<file path="config.mk">
export PLATFORM = sky130hd
export DESIGN_NAME = regfile_write_queue_flat
export DESIGN_NICKNAME = d
export VERILOG_FILES = /design/src/rtl/regfile_pkg.sv /design/src/rtl/regfile_write_queue_if.sv /design/src/rtl/regfile_wq_fifo.sv /design/src/rtl/regfile_write_queue.sv /design/src/flat_wrapper.sv
export SDC_FILE = /design/constraint.sdc
export NUM_CORES = 1
export LEC_CHECK = 0
export CORE_MARGIN = 10
export CORE_UTILIZATION = 50
export CTS_CLUSTER_DIAMETER = 100
export DETAILED_ROUTE_END_ITERATION = 8
export GPL_TIMING_DRIVEN = 0
export PLACE_DENSITY = 0.72
export SYNTH_ARGS = -nofsm -noshare
export SYNTH_HDL_FRONTEND = slang
export SYNTH_SLANG_ARGS = --single-unit
</file>
<file path="constraint.sdc">
create_clock -name clk -period 4.2 [get_ports clk]
set_input_delay 0.84 -clock clk [delete_from_list [all_inputs] [get_ports clk]]
set_output_delay 0.84 -clock clk [all_outputs]
set_load 0.02 [all_outputs]
</file>
<file path="src/rtl/regfile_pkg.sv">
// Shared definitions for the register-file write queue.
//   addr_w(d) : register index width for a file of d registers
//   entry_t   : one queued write {addr, data}, sized for the default
//               20 x 32-bit register file (REG_D / REG_W).
// The top level's D and W parameters default to REG_D / REG_W. They
// must stay equal to these, because entry_t is sized from the package.
package regfile_pkg;

  function automatic int addr_w(input int d);
    return (d > 1) ? $clog2(d) : 1;
  endfunction

  localparam int REG_D  = 20;
  localparam int REG_W  = 32;
  localparam int REG_AW = addr_w(REG_D);

  typedef struct packed {
    logic [REG_AW-1:0] addr;
    logic [REG_W-1:0]  data;
  } entry_t;

endpackage

</file>
<file path="src/rtl/regfile_write_queue_if.sv">
// Request and issue channels of the write queue.
//   req_valid/req_ready/req_addr/req_data : incoming write requests
//   wr_stall                              : register array busy
//   dec_sel/dec_en/wr_data                : registered issue to decoder/array
// The master is the requester/array side. The slave is the queue.
interface regfile_write_queue_if
  import regfile_pkg::*;
#(
  parameter int AW = REG_AW,
  parameter int W  = REG_W
);
  logic          req_valid;
  logic          req_ready;
  logic [AW-1:0] req_addr;
  logic [W-1:0]  req_data;
  logic          wr_stall;
  logic [AW-1:0] dec_sel;
  logic          dec_en;
  logic [W-1:0]  wr_data;

  modport master (
    output req_valid, req_addr, req_data, wr_stall,
    input  req_ready, dec_sel, dec_en, wr_data
  );

  modport slave (
    input  req_valid, req_addr, req_data, wr_stall,
    output req_ready, dec_sel, dec_en, wr_data
  );
endinterface

</file>
<file path="src/rtl/regfile_wq_fifo.sv">
// Circular FIFO holding pending register writes.
//   clk, rst       : clock, asynchronous active-high reset
//   push, wdata    : enqueue wdata (ignored when full)
//   pop, head      : dequeue; head is the oldest entry
//   full, empty    : occupancy flags
//   count          : occupied entries (0..DEPTH)
//   entries, valid : all entries in age order (index 0 = oldest) with a
//                    valid mask, for the forwarding search
module regfile_wq_fifo
  import regfile_pkg::*;
#(
  parameter int DEPTH = 4
) (
  input  logic                       clk,
  input  logic                       rst,
  input  logic                       push,
  input  entry_t                     wdata,
  input  logic                       pop,
  output entry_t                     head,
  output logic                       full,
  output logic                       empty,
  output logic [$clog2(DEPTH):0]     count,
  output entry_t                     entries [DEPTH],
  output logic [DEPTH-1:0]           valid
);
  localparam int PW = $clog2(DEPTH);
  localparam int CW = PW + 1;

  entry_t        mem [DEPTH];
  logic [PW-1:0] wr_ptr;
  logic [PW-1:0] rd_ptr;
  logic          push_ok;
  logic          pop_ok;

  assign full    = (count == CW'(DEPTH));
  assign empty   = (count == '0);
  assign push_ok = push && !full;
  assign pop_ok  = pop && !empty;
  assign head    = mem[rd_ptr];

  // Pointers wrap naturally because DEPTH is a power of two.
  always_ff @(posedge clk or posedge rst) begin
    if (rst) begin
      wr_ptr <= '0;
      rd_ptr <= '0;
      count  <= '0;
    end else begin
      if (push_ok) wr_ptr <= wr_ptr + PW'(1);
      if (pop_ok)  rd_ptr <= rd_ptr + PW'(1);
      case ({push_ok, pop_ok})
        2'b10:   count <= count + CW'(1);
        2'b01:   count <= count - CW'(1);
        default: ;
      endcase
    end
  end

  // NOTE: the storage array has no reset. Its contents only matter where
  // count marks them valid, so resetting it would add fanout and buy nothing.
  always_ff @(posedge clk) begin
    if (push_ok) mem[wr_ptr] <= wdata;
  end

  // Re-index the storage relative to the read pointer so the consumer
  // sees entries oldest-first, without having to know the pointers.
  always_comb begin
    for (int i = 0; i < DEPTH; i++) begin
      entries[i] = mem[rd_ptr + PW'(i)];
      valid[i]   = (CW'(i) < count);
    end
  end

endmodule

</file>
<file path="src/rtl/regfile_write_queue.sv">
// Register-file write queue: buffers write requests and issues one per
// cycle to the write-select decoder. It forwards data that is not yet
// committed, so readers never see stale values.
//   clk, rst  : clock, asynchronous active-high reset
//   bus       : request channel plus registered issue outputs (slave)
//   rd_addr   : read index checked against pending writes
//   fwd_hit   : rd_addr matches a queued or issuing write
//   fwd_data  : data of the youngest matching write, 0 on miss
//   drop      : one-cycle pulse for an accepted out-of-range request
//   count     : occupied queue entries
module regfile_write_queue
  import regfile_pkg::*;
#(
  parameter int D     = REG_D,
  parameter int W     = REG_W,
  parameter int DEPTH = 4
) (
  input  logic                         clk,
  input  logic                         rst,
  regfile_write_queue_if.slave         bus,
  input  logic [addr_w(D)-1:0]         rd_addr,
  output logic                         fwd_hit,
  output logic [W-1:0]                 fwd_data,
  output logic                         drop,
  output logic [$clog2(DEPTH):0]       count
);
  localparam int AW = addr_w(D);

  entry_t           head;
  entry_t           ents [DEPTH];
  logic [DEPTH-1:0] ents_valid;
  logic             full;
  logic             empty;
  logic             accept;
  logic             in_range;
  logic             push;
  logic             pop;
  entry_t           push_entry;

  // Ready depends only on registered occupancy, never on req_valid.
  assign bus.req_ready = !full;
  assign accept        = bus.req_valid && bus.req_ready;
  // The extra bit keeps the compare correct when D is a power of two.
  assign in_range      = {1'b0, bus.req_addr} < (AW + 1)'(D);
  assign push          = accept && in_range;
  assign pop           = !bus.wr_stall && !empty;
  assign push_entry    = '{addr: bus.req_addr, data: bus.req_data};

  regfile_wq_fifo #(.DEPTH(DEPTH)) u_fifo (
    .clk     (clk),
    .rst     (rst),
    .push    (push),
    .wdata   (push_entry),
    .pop     (pop),
    .head    (head),
    .full    (full),
    .empty   (empty),
    .count   (count),
    .entries (ents),
    .valid   (ents_valid)
  );

  // The issue register holds sel/data while idle. dec_en is high for
  // exactly one cycle per popped write.
  always_ff @(posedge clk or posedge rst) begin
    if (rst) begin
      bus.dec_en  <= 1'b0;
      bus.dec_sel <= '0;
      bus.wr_data <= '0;
      drop        <= 1'b0;
    end else begin
      drop <= accept && !in_range;
      if (pop) begin
        bus.dec_en  <= 1'b1;
        bus.dec_sel <= head.addr;
        bus.wr_data <= head.data;
      end else begin
        bus.dec_en  <= 1'b0;
      end
    end
  end

  // Priority mux: the search starts at the oldest source (the issuing
  // write) and walks toward the tail, so a later match overrides an
  // earlier one. The youngest matching write therefore wins.
  // NOTE: both outputs get a default before any branch, so no latch is inferred.
  always_comb begin
    fwd_hit  = 1'b0;
    fwd_data = '0;
    if (bus.dec_en && bus.dec_sel == rd_addr) begin
      fwd_hit  = 1'b1;
      fwd_data = bus.wr_data;
    end
    for (int i = 0; i < DEPTH; i++) begin
      if (ents_valid[i] && ents[i].addr == rd_addr) begin
        fwd_hit  = 1'b1;
        fwd_data = ents[i].data;
      end
    end
  end

endmodule

</file>
<file path="src/flat_wrapper.sv">
// flat-port wrapper written by rule: the top's interface ports become plain ports
module regfile_write_queue_flat import regfile_pkg::*;
#(
  parameter int D     = REG_D,
  parameter int W     = REG_W,
  parameter int DEPTH = 4
)
  (clk, rst, rd_addr, fwd_hit, fwd_data, drop, count, bus_req_valid, bus_req_addr, bus_req_data, bus_wr_stall, bus_req_ready, bus_dec_sel, bus_dec_en, bus_wr_data);
  regfile_write_queue_if #(.AW((5)), .W(W)) bus_i ();
  input  logic clk;
  input  logic rst;
  input  logic [addr_w(D)-1:0] rd_addr;
  output logic fwd_hit;
  output logic [W-1:0] fwd_data;
  output logic drop;
  output logic [$clog2(DEPTH):0] count;
  input wire logic [$bits(bus_i.req_valid)-1:0] bus_req_valid;
  input wire logic [$bits(bus_i.req_addr)-1:0] bus_req_addr;
  input wire logic [$bits(bus_i.req_data)-1:0] bus_req_data;
  input wire logic [$bits(bus_i.wr_stall)-1:0] bus_wr_stall;
  output wire logic [$bits(bus_i.req_ready)-1:0] bus_req_ready;
  output wire logic [$bits(bus_i.dec_sel)-1:0] bus_dec_sel;
  output wire logic [$bits(bus_i.dec_en)-1:0] bus_dec_en;
  output wire logic [$bits(bus_i.wr_data)-1:0] bus_wr_data;
  assign bus_i.req_valid = bus_req_valid;
  assign bus_i.req_addr = bus_req_addr;
  assign bus_i.req_data = bus_req_data;
  assign bus_i.wr_stall = bus_wr_stall;
  assign bus_req_ready = bus_i.req_ready;
  assign bus_dec_sel = bus_i.dec_sel;
  assign bus_dec_en = bus_i.dec_en;
  assign bus_wr_data = bus_i.wr_data;
  regfile_write_queue #(.D(D), .W(W), .DEPTH(DEPTH)) u_core (.clk(clk), .rst(rst), .bus(bus_i), .rd_addr(rd_addr), .fwd_hit(fwd_hit), .fwd_data(fwd_data), .drop(drop), .count(count));
endmodule
</file>
==> metrics.txt, run 1 <==
Max Root-Sink Buffers 2; grt ovf 0; crit-path leading delay family buffers and inverters; cell area after layout 14310 µm²; # setup viols final 1; final-layout fill cell count 1675; Post-DP HPWL 24.95 mm; max_cap viols 0; synth warn 0; GPL Wtd Cong 0.9566; register bit total from synthesis 194; area leader, netlist edfxtp_1; Worst-Margin Slew 0.8199 ns; cell mode on critical path buf_8; area grow syn2layout 27.51%; unrepaired setup endpoints after global routing yes; Critical Path End Type primary output; Critical path buffers and inverters 5; clock sinks 194; Pleak 5.237 nW; Mapped Cells 1026; clock period minus worst slack 4.214 ns; Hold WC Path Type reg -> reg; Worst EP required 3.36 ns; GR Util All Layers 25.79%; Synth top area share 39.59%; Syn Area/Cell 10.94 µm²; synthesized area 11220 µm²; Die Wd 169.8 µm; drt wl/cell 25.58 µm; DRC 0; run status complete, but fails checks; PnR Total Power 10.78 mW; CP max stage delay 0.55 ns; number of max-slew violations in the final report 0; drt pass-1 iters 6; CTS tree yes; CTS Hold Bufs 0; layout cells sized above 1 27.65%; Worst slew margin 45.34%; startpoint types register; global-route wire length before repair 57.10 mm; top post-synthesis cells by area edfxtp_1 (40%), dfrtp_1 (10%), mux2i_1 (7.2%); IO Port Bufs 116; setup ws final -0.01427 ns; clock latency on the worst-skew pair 0.46 ns; final hold violations 0; syn nets 1081; Crit Path Max Fanout 10; DIE AREA 28840 µm²; vias in the first global route 9923; core area 21960 µm²; commonest non-fill, non-tap cells in the layout nand2_1 (153), edfxtp_1 (148), clkdlybuf4s50_1 (83); DR vias 9585; TritonCTS buffer count 17; Via density 6.520; CTS clk-pin slew, worst paths 0.08 ns; root buf cell clkbuf_16; PD cells 753.1 nW/µm²; Max Freq 237.3 MHz; most common cell after layout, fill and taps aside nand2_1; Yosys cell types 39; Worst Skew 0.01210 ns; crit-path cells buf_8 -> buf_8 -> mux4_2 -> xor2_2 -> nor4_4 -> nand2_2 -> buf_8 -> buf_12 -> nor2_4 -> a311oi_1 -> o32ai_1 -> buf_2; post-route ant nets 0; initial antenna violation count 0; Seq/Total Area, Yosys 49.85%; Critical Path AT 3.37 ns; slowest cell on the critical path mux4_2; initial core utilization 51.12%; Nets 1232; sequential cell area 5597 µm²; ant diodes 0; Placement Cell Area 12860 µm²; area taken by multi-input logic gates 5824 µm²; violated checks setup timing; period utilisation layout 100.3%; Detailed Route WL 37.60 mm; Max IR drop VDD 0.4251 mV; Initial DRC Count 1102; WS Path Type reg -> out; die height 169.8 µm; CTS H-tree lvls 4; largest net degree at the start of global routing 39; I/O pin total 122; cell row count 54
[state kept, by name, summed over array words and instances, names as in the netlist]
register and count:
u_core.bus.dec_en 1, u_core.bus.dec_sel 5, u_core.bus.wr_data 32, u_core.drop 1, u_core.u_fifo.count 3, u_core.u_fifo.mem 148, u_core.u_fifo.rd_ptr 2, u_core.u_fifo.wr_ptr 2
[path summary, 6_finish.rpt]
| kind | from | end | slack, ns | cells after the start |
|---|---|---|---|---|
| worst max-delay path | u_core.u_fifo.rd_ptr[0] | fwd_data[10] | -0.01 | 12 |
| worst min-delay path | u_core.bus.wr_data[22] | u_core.bus.wr_data[22] | 0.54 | 2 |
| worst max register to register | u_core.u_fifo.count[1] | u_core.u_fifo.mem[1][18] | 1.53 | 7 |
| worst min register to register | u_core.bus.wr_data[22] | u_core.bus.wr_data[22] | 0.54 | 2 |
| max in group asynchronous | rst | u_core.u_fifo.rd_ptr[0] | 3.02 | 3 |
| min in group asynchronous | rst | u_core.u_fifo.count[2] | 0.63 | 2 |
[routing by layer]
| metal | part of all wire (%) | GRT usage, % | vias to the layer above |
|---|---|---|---|
| met4 | 4.4 | 12.78 | 0 |
| met5 | 0 | 0 | - |
| met3 | 11 | 6.224 | 137 |
| met2 | 47 | 41.59 | 607 |
| li1 | - | - | 4156 |
| met1 | 38 | 31.86 | 4685 |
[worst min-delay path, cell delays in order, from the launching register on]
cell and delay (ns):
dfrtp_1 0.39, nand2_1 0.06, o21ai_0 0.06
[area by class of cell]
type                            count  area share, %
Multi-Input combinational cell    728          40.69
Clock buffer                       20          3.200
Timing Repair Buffer              134          9.267
Inverter                            9         0.2623
Tap cell                          280          2.448
Clock inverter                     12         0.9267
Sequential cell                   194          39.10
Buffer                             93          4.100
[cell families (layout without fill, tap and decap cells)]
group	after synthesis	in the layout	share of synthesized area (%)
adders and majority gates	9	9	1.003
buffers and inverters	104	268	4.202
xor gates and xnor gates	31	31	2.419
AOI/OAI and AO/OA	253	253	15.33
muxes	162	162	16.55
DFF	194	194	49.85
and+or+nand+nor	273	273	10.65
[stage by stage]
| step | setup TNS [ns] | hold slack (ns) | std cells | worst slack (ns) | util [%] |
|---|---|---|---|---|---|
| floorplan | 0 | 0.5796 | 1026 | 0.5975 | - |
| global placement | -23.24 | 0.4976 | 1422 | -0.6322 | 58.00 |
| detailed placement | -17.75 | 0.5070 | 1427 | -0.6764 | 58.55 |
| CTS | -0.5672 | 0.5244 | 1471 | -0.08910 | 63.70 |
| global route | -1.377 | 0.5830 | 1470 | -0.1022 | 65.18 |
| finish | -0.01427 | 0.5448 | 1470 | -0.01427 | 65.18 |
[power by group]
part / total, mW / switching (mW) / leakage, nW / internal (mW)
logic: 6.25 / 3.67 / 3.06 / 2.58
clock network: 1.66 / 0.746 / 0.281 / 0.912
registers: 2.87 / 0.378 / 1.90 / 2.50
total: 10.8 / 4.79 / 5.24 / 5.99
[synth_stat cells (all sizes together)]
master     n
nand2    154
edfxtp   148
mux2i     81
o21ai     71
mux2      69
a21oi     50
clkbuf    48
buf       47
dfrtp     46
nor3      36
nor2      35
nand2b    33
a211oi    32
a311oi    32
o32ai     32
xnor2     18
o211a     16
o21a      15
xor2      13
mux4      12
ha         9
inv        7
and2       4
nor4       3
or3        3
and3       2
clkinv     2
o211ai     2
a21o       1
nand3      1
nor2b      1
o2111ai    1
o311a      1
or2        1
[repair_timing]
action,4_1_cts,5_1_grt
setup buffers,9,1
gates cloned,3,0
resized for setup,270,117
endpoints found under the setup margin,33,33
pin swaps,22,33
Power figures use the tool's default switching activity.
==> run 2, diff against run 1 <==
--- a/config.mk
+++ b/config.mk
@@ -11,6 +11,7 @@
 export DETAILED_ROUTE_END_ITERATION = 8
 export GPL_TIMING_DRIVEN = 0
 export PLACE_DENSITY = 0.72
+export RECOVER_POWER = 50
 export SYNTH_ARGS = -nofsm -noshare
 export SYNTH_HDL_FRONTEND = slang
 export SYNTH_SLANG_ARGS = --single-unit
==> constraint.sdc (replaced) <==
create_clock -name clk -period 4.1 [get_ports clk]
set_input_delay 0.82 -clock clk [delete_from_list [all_inputs] [get_ports clk]]
set_output_delay 0.82 -clock clk [all_outputs]
set_load 0.02 [all_outputs]
==> run 2 against run 1 <==
The flow finishes with violations (capacitance limit, slew limit, setup timing). Clock power barely moved. First-iteration DRC count fell by 3.6%. Highest routed layer unchanged. Total power rose by 2.6%. Count of clock-buffer cells in the layout did not move. Hold slack got worse by 0.011 ns. Global-route usage barely moved. Design area rose by 0.32%. Sequential cell count did not move. Largest cell class unchanged. Sequential share of layout area fell by 0.13 points. Utilization rose by 0.21 points.
==> metrics.txt, run 2 (synthesis gave the netlist of run 1 again) <==
Hold WC Path Type reg -> reg; root buf cell clkbuf_16; core area 21960 µm² (unchanged); Worst-Margin Slew 2.429 ns (+1.609 ns); initial core utilization 51.12% (unchanged); Largest Register u_core.u_fifo.mem; drt wl/cell 25.72 µm (+0.57%); CTS clk-pin slew, worst paths 0.08 ns (about the same); Critical Path AT 3.43 ns (+0.06 ns); PD cells 770.1 nW/µm² (+2.3%); CTS tree yes; cell row count 54 (unchanged); GR Util All Layers 25.77% (about the same); clock period minus worst slack 4.250 ns; setup ws final -0.1498 ns (-0.1355 ns); # setup viols final 33 (+32); drt pass-1 iters 6 (unchanged); layout cells sized above 1 27.62% (-0.032 points); IO Port Bufs 116 (unchanged); most common cell after layout, fill and taps aside nand2_1; violated checks capacitance limit, slew limit, setup timing; Pleak 5.275 nW (+0.72%); Die Wd 169.8 µm (unchanged); Max Freq 235.3 MHz; initial antenna violation count 0 (unchanged); ant diodes 0 (unchanged); Nets 1237 (+0.41%); period utilisation layout 103.7%; CTS H-tree lvls 4 (unchanged); DIE AREA 28840 µm² (unchanged); largest net degree at the start of global routing 39 (unchanged); post-route ant nets 0 (unchanged); Max Root-Sink Buffers 2 (unchanged); commonest non-fill, non-tap cells in the layout nand2_1 (153), edfxtp_1 (148), mux2i_1 (79); DRC 0 (unchanged); clock latency on the worst-skew pair 0.46 ns (about the same); Crit Path Max Fanout 7 (-3); Detailed Route WL 37.94 mm (+0.91%); startpoint types register; Max IR drop VDD 0.4360 mV (+2.6%); die height 169.8 µm (unchanged); Worst slew margin -61.94% (-110 points); number of max-slew violations in the final report 39 (+39); Post-DP HPWL 24.95 mm (unchanged); Largest register FFs 148 (unchanged); Critical Path End Type primary output; Via density 6.544 (+0.37%); GPL Wtd Cong 0.9566 (unchanged); largest registers u_core.u_fifo.mem (148), u_core.bus.wr_data (32), u_core.bus.dec_sel (5); unrepaired setup endpoints after global routing yes; max_cap viols 1 (+1); Hold WS 0.5336 ns (-0.01122 ns); Worst EP required 3.28 ns (-0.08 ns); I/O pin total 122 (unchanged); area grow syn2layout 27.92%; Worst Skew 0.02246 ns (+0.01036 ns); clock sinks 194 (unchanged); dpl ws -0.7364 ns (-0.06000 ns); TritonCTS buffer count 17 (unchanged); CTS Hold Bufs 0 (unchanged); Initial DRC Count 1062 (-3.6%); vias in the first global route 9891 (-0.32%); run status complete, but fails checks; grt ovf 0 (unchanged); WS Path Type reg -> out; final hold violations 0 (unchanged); global-route wire length before repair 57.13 mm (about the same); DR vias 9653 (+0.71%)
==> run 2: changes by cell type in the layout (fill, tap and decap cells not counted), moves of 2 or more <==
cell | before | now
a21oi_1 | 43 | 48
a21oi_2 | 7 | 2
nor2_2 | 4 | 6
nor2_4 | 12 | 19
a311oi_1 | 1 | 3
dlygate4sd3_1 | 0 | 50
clkdlybuf4s50_1 | 83 | 33
nor2_1 | 19 | 10
mux2i_2 | 3 | 1
clkbuf_16 | 18 | 20
a311oi_4 | 2 | 0
clkbuf_2 | 11 | 14
==> run 2: final cells by class <==
class                      instances  area, µm²
buffer                            94      598.1
clock buffer                      20      457.9
clock inverter                    12      132.6
fill                            1672       7600
inverter                           9      33.78
multi-input combinational        728       5819
sequential                       194       5597
tap                              280      350.3
timing repair buffer             138       1370
==> run 2: critical path, cell delays in order (launching register included) <==
cell,delay (ns)
dfrtp_2,0.41
buf_8,0.13
buf_8,0.12
mux4_2,0.55
xor2_2,0.18
nor4_4,0.37
nand2_2,0.16
buf_8,0.19
clkbuf_16,0.17
nor2_4,0.08
a311oi_2,0.05
o32ai_2,0.35
buf_4,0.21
==> run 2: metrics by stage <==
step	instance area (µm²)	util (%)	cells	total power, mW	TNS, ns
after floorplan	11220	-	1026	6.374	0
after detailed placement	12860	58.55	1427	8.655	-19.75
final	14360	65.39	1475	11.06	-2.546
after global routing	14360	65.39	1475	11.52	-5.343
after global placement	12740	58.00	1422	8.533	-35.37
after CTS	13950	63.55	1472	10.64	-2.398
==> run 2: path summary, 6_finish.rpt <==
path                                               from                        to  slack (ns)  cells past startpoint
worst max-delay path            u_core.u_fifo.rd_ptr[0]               fwd_data[1]       -0.15                     12
worst min-delay path             u_core.bus.wr_data[20]    u_core.bus.wr_data[20]        0.53                      2
worst max register to register   u_core.u_fifo.count[1]  u_core.u_fifo.mem[1][18]        1.42                      7
worst min register to register   u_core.bus.wr_data[20]    u_core.bus.wr_data[20]        0.53                      2
max in group asynchronous                           rst   u_core.u_fifo.rd_ptr[0]        0.50                      3
min in group asynchronous                           rst    u_core.u_fifo.count[2]        0.79                      2
==> run 2: layer usage <==
layer | routed length [µm] | vias to the layer above | share of wire, % | track usage (%)
li1 | - | 4168 | - | -
met1 | 14480 | 4676 | 38 | 31.68
met2 | 17650 | 654 | 47 | 41.74
met3 | 4039 | 155 | 11 | 6.386
met4 | 1770 | 0 | 4.7 | 12.48
met5 | 0 | - | 0 | 0
==> run 2: repair_timing <==
item,CTS,global route
resized for setup,287,105
buffers inserted,10,2
gates cloned,3,2
endpoints found under the hold margin,0,0
setup endpoints to repair,33,33
pin swaps,21,46
==> run 2: power breakdown <==
part           switching (mW)  leakage, nW  internal, mW
Clock                   0.760        0.281         0.934
Combinational            3.80         3.10          2.63
Sequential              0.379         1.90          2.56
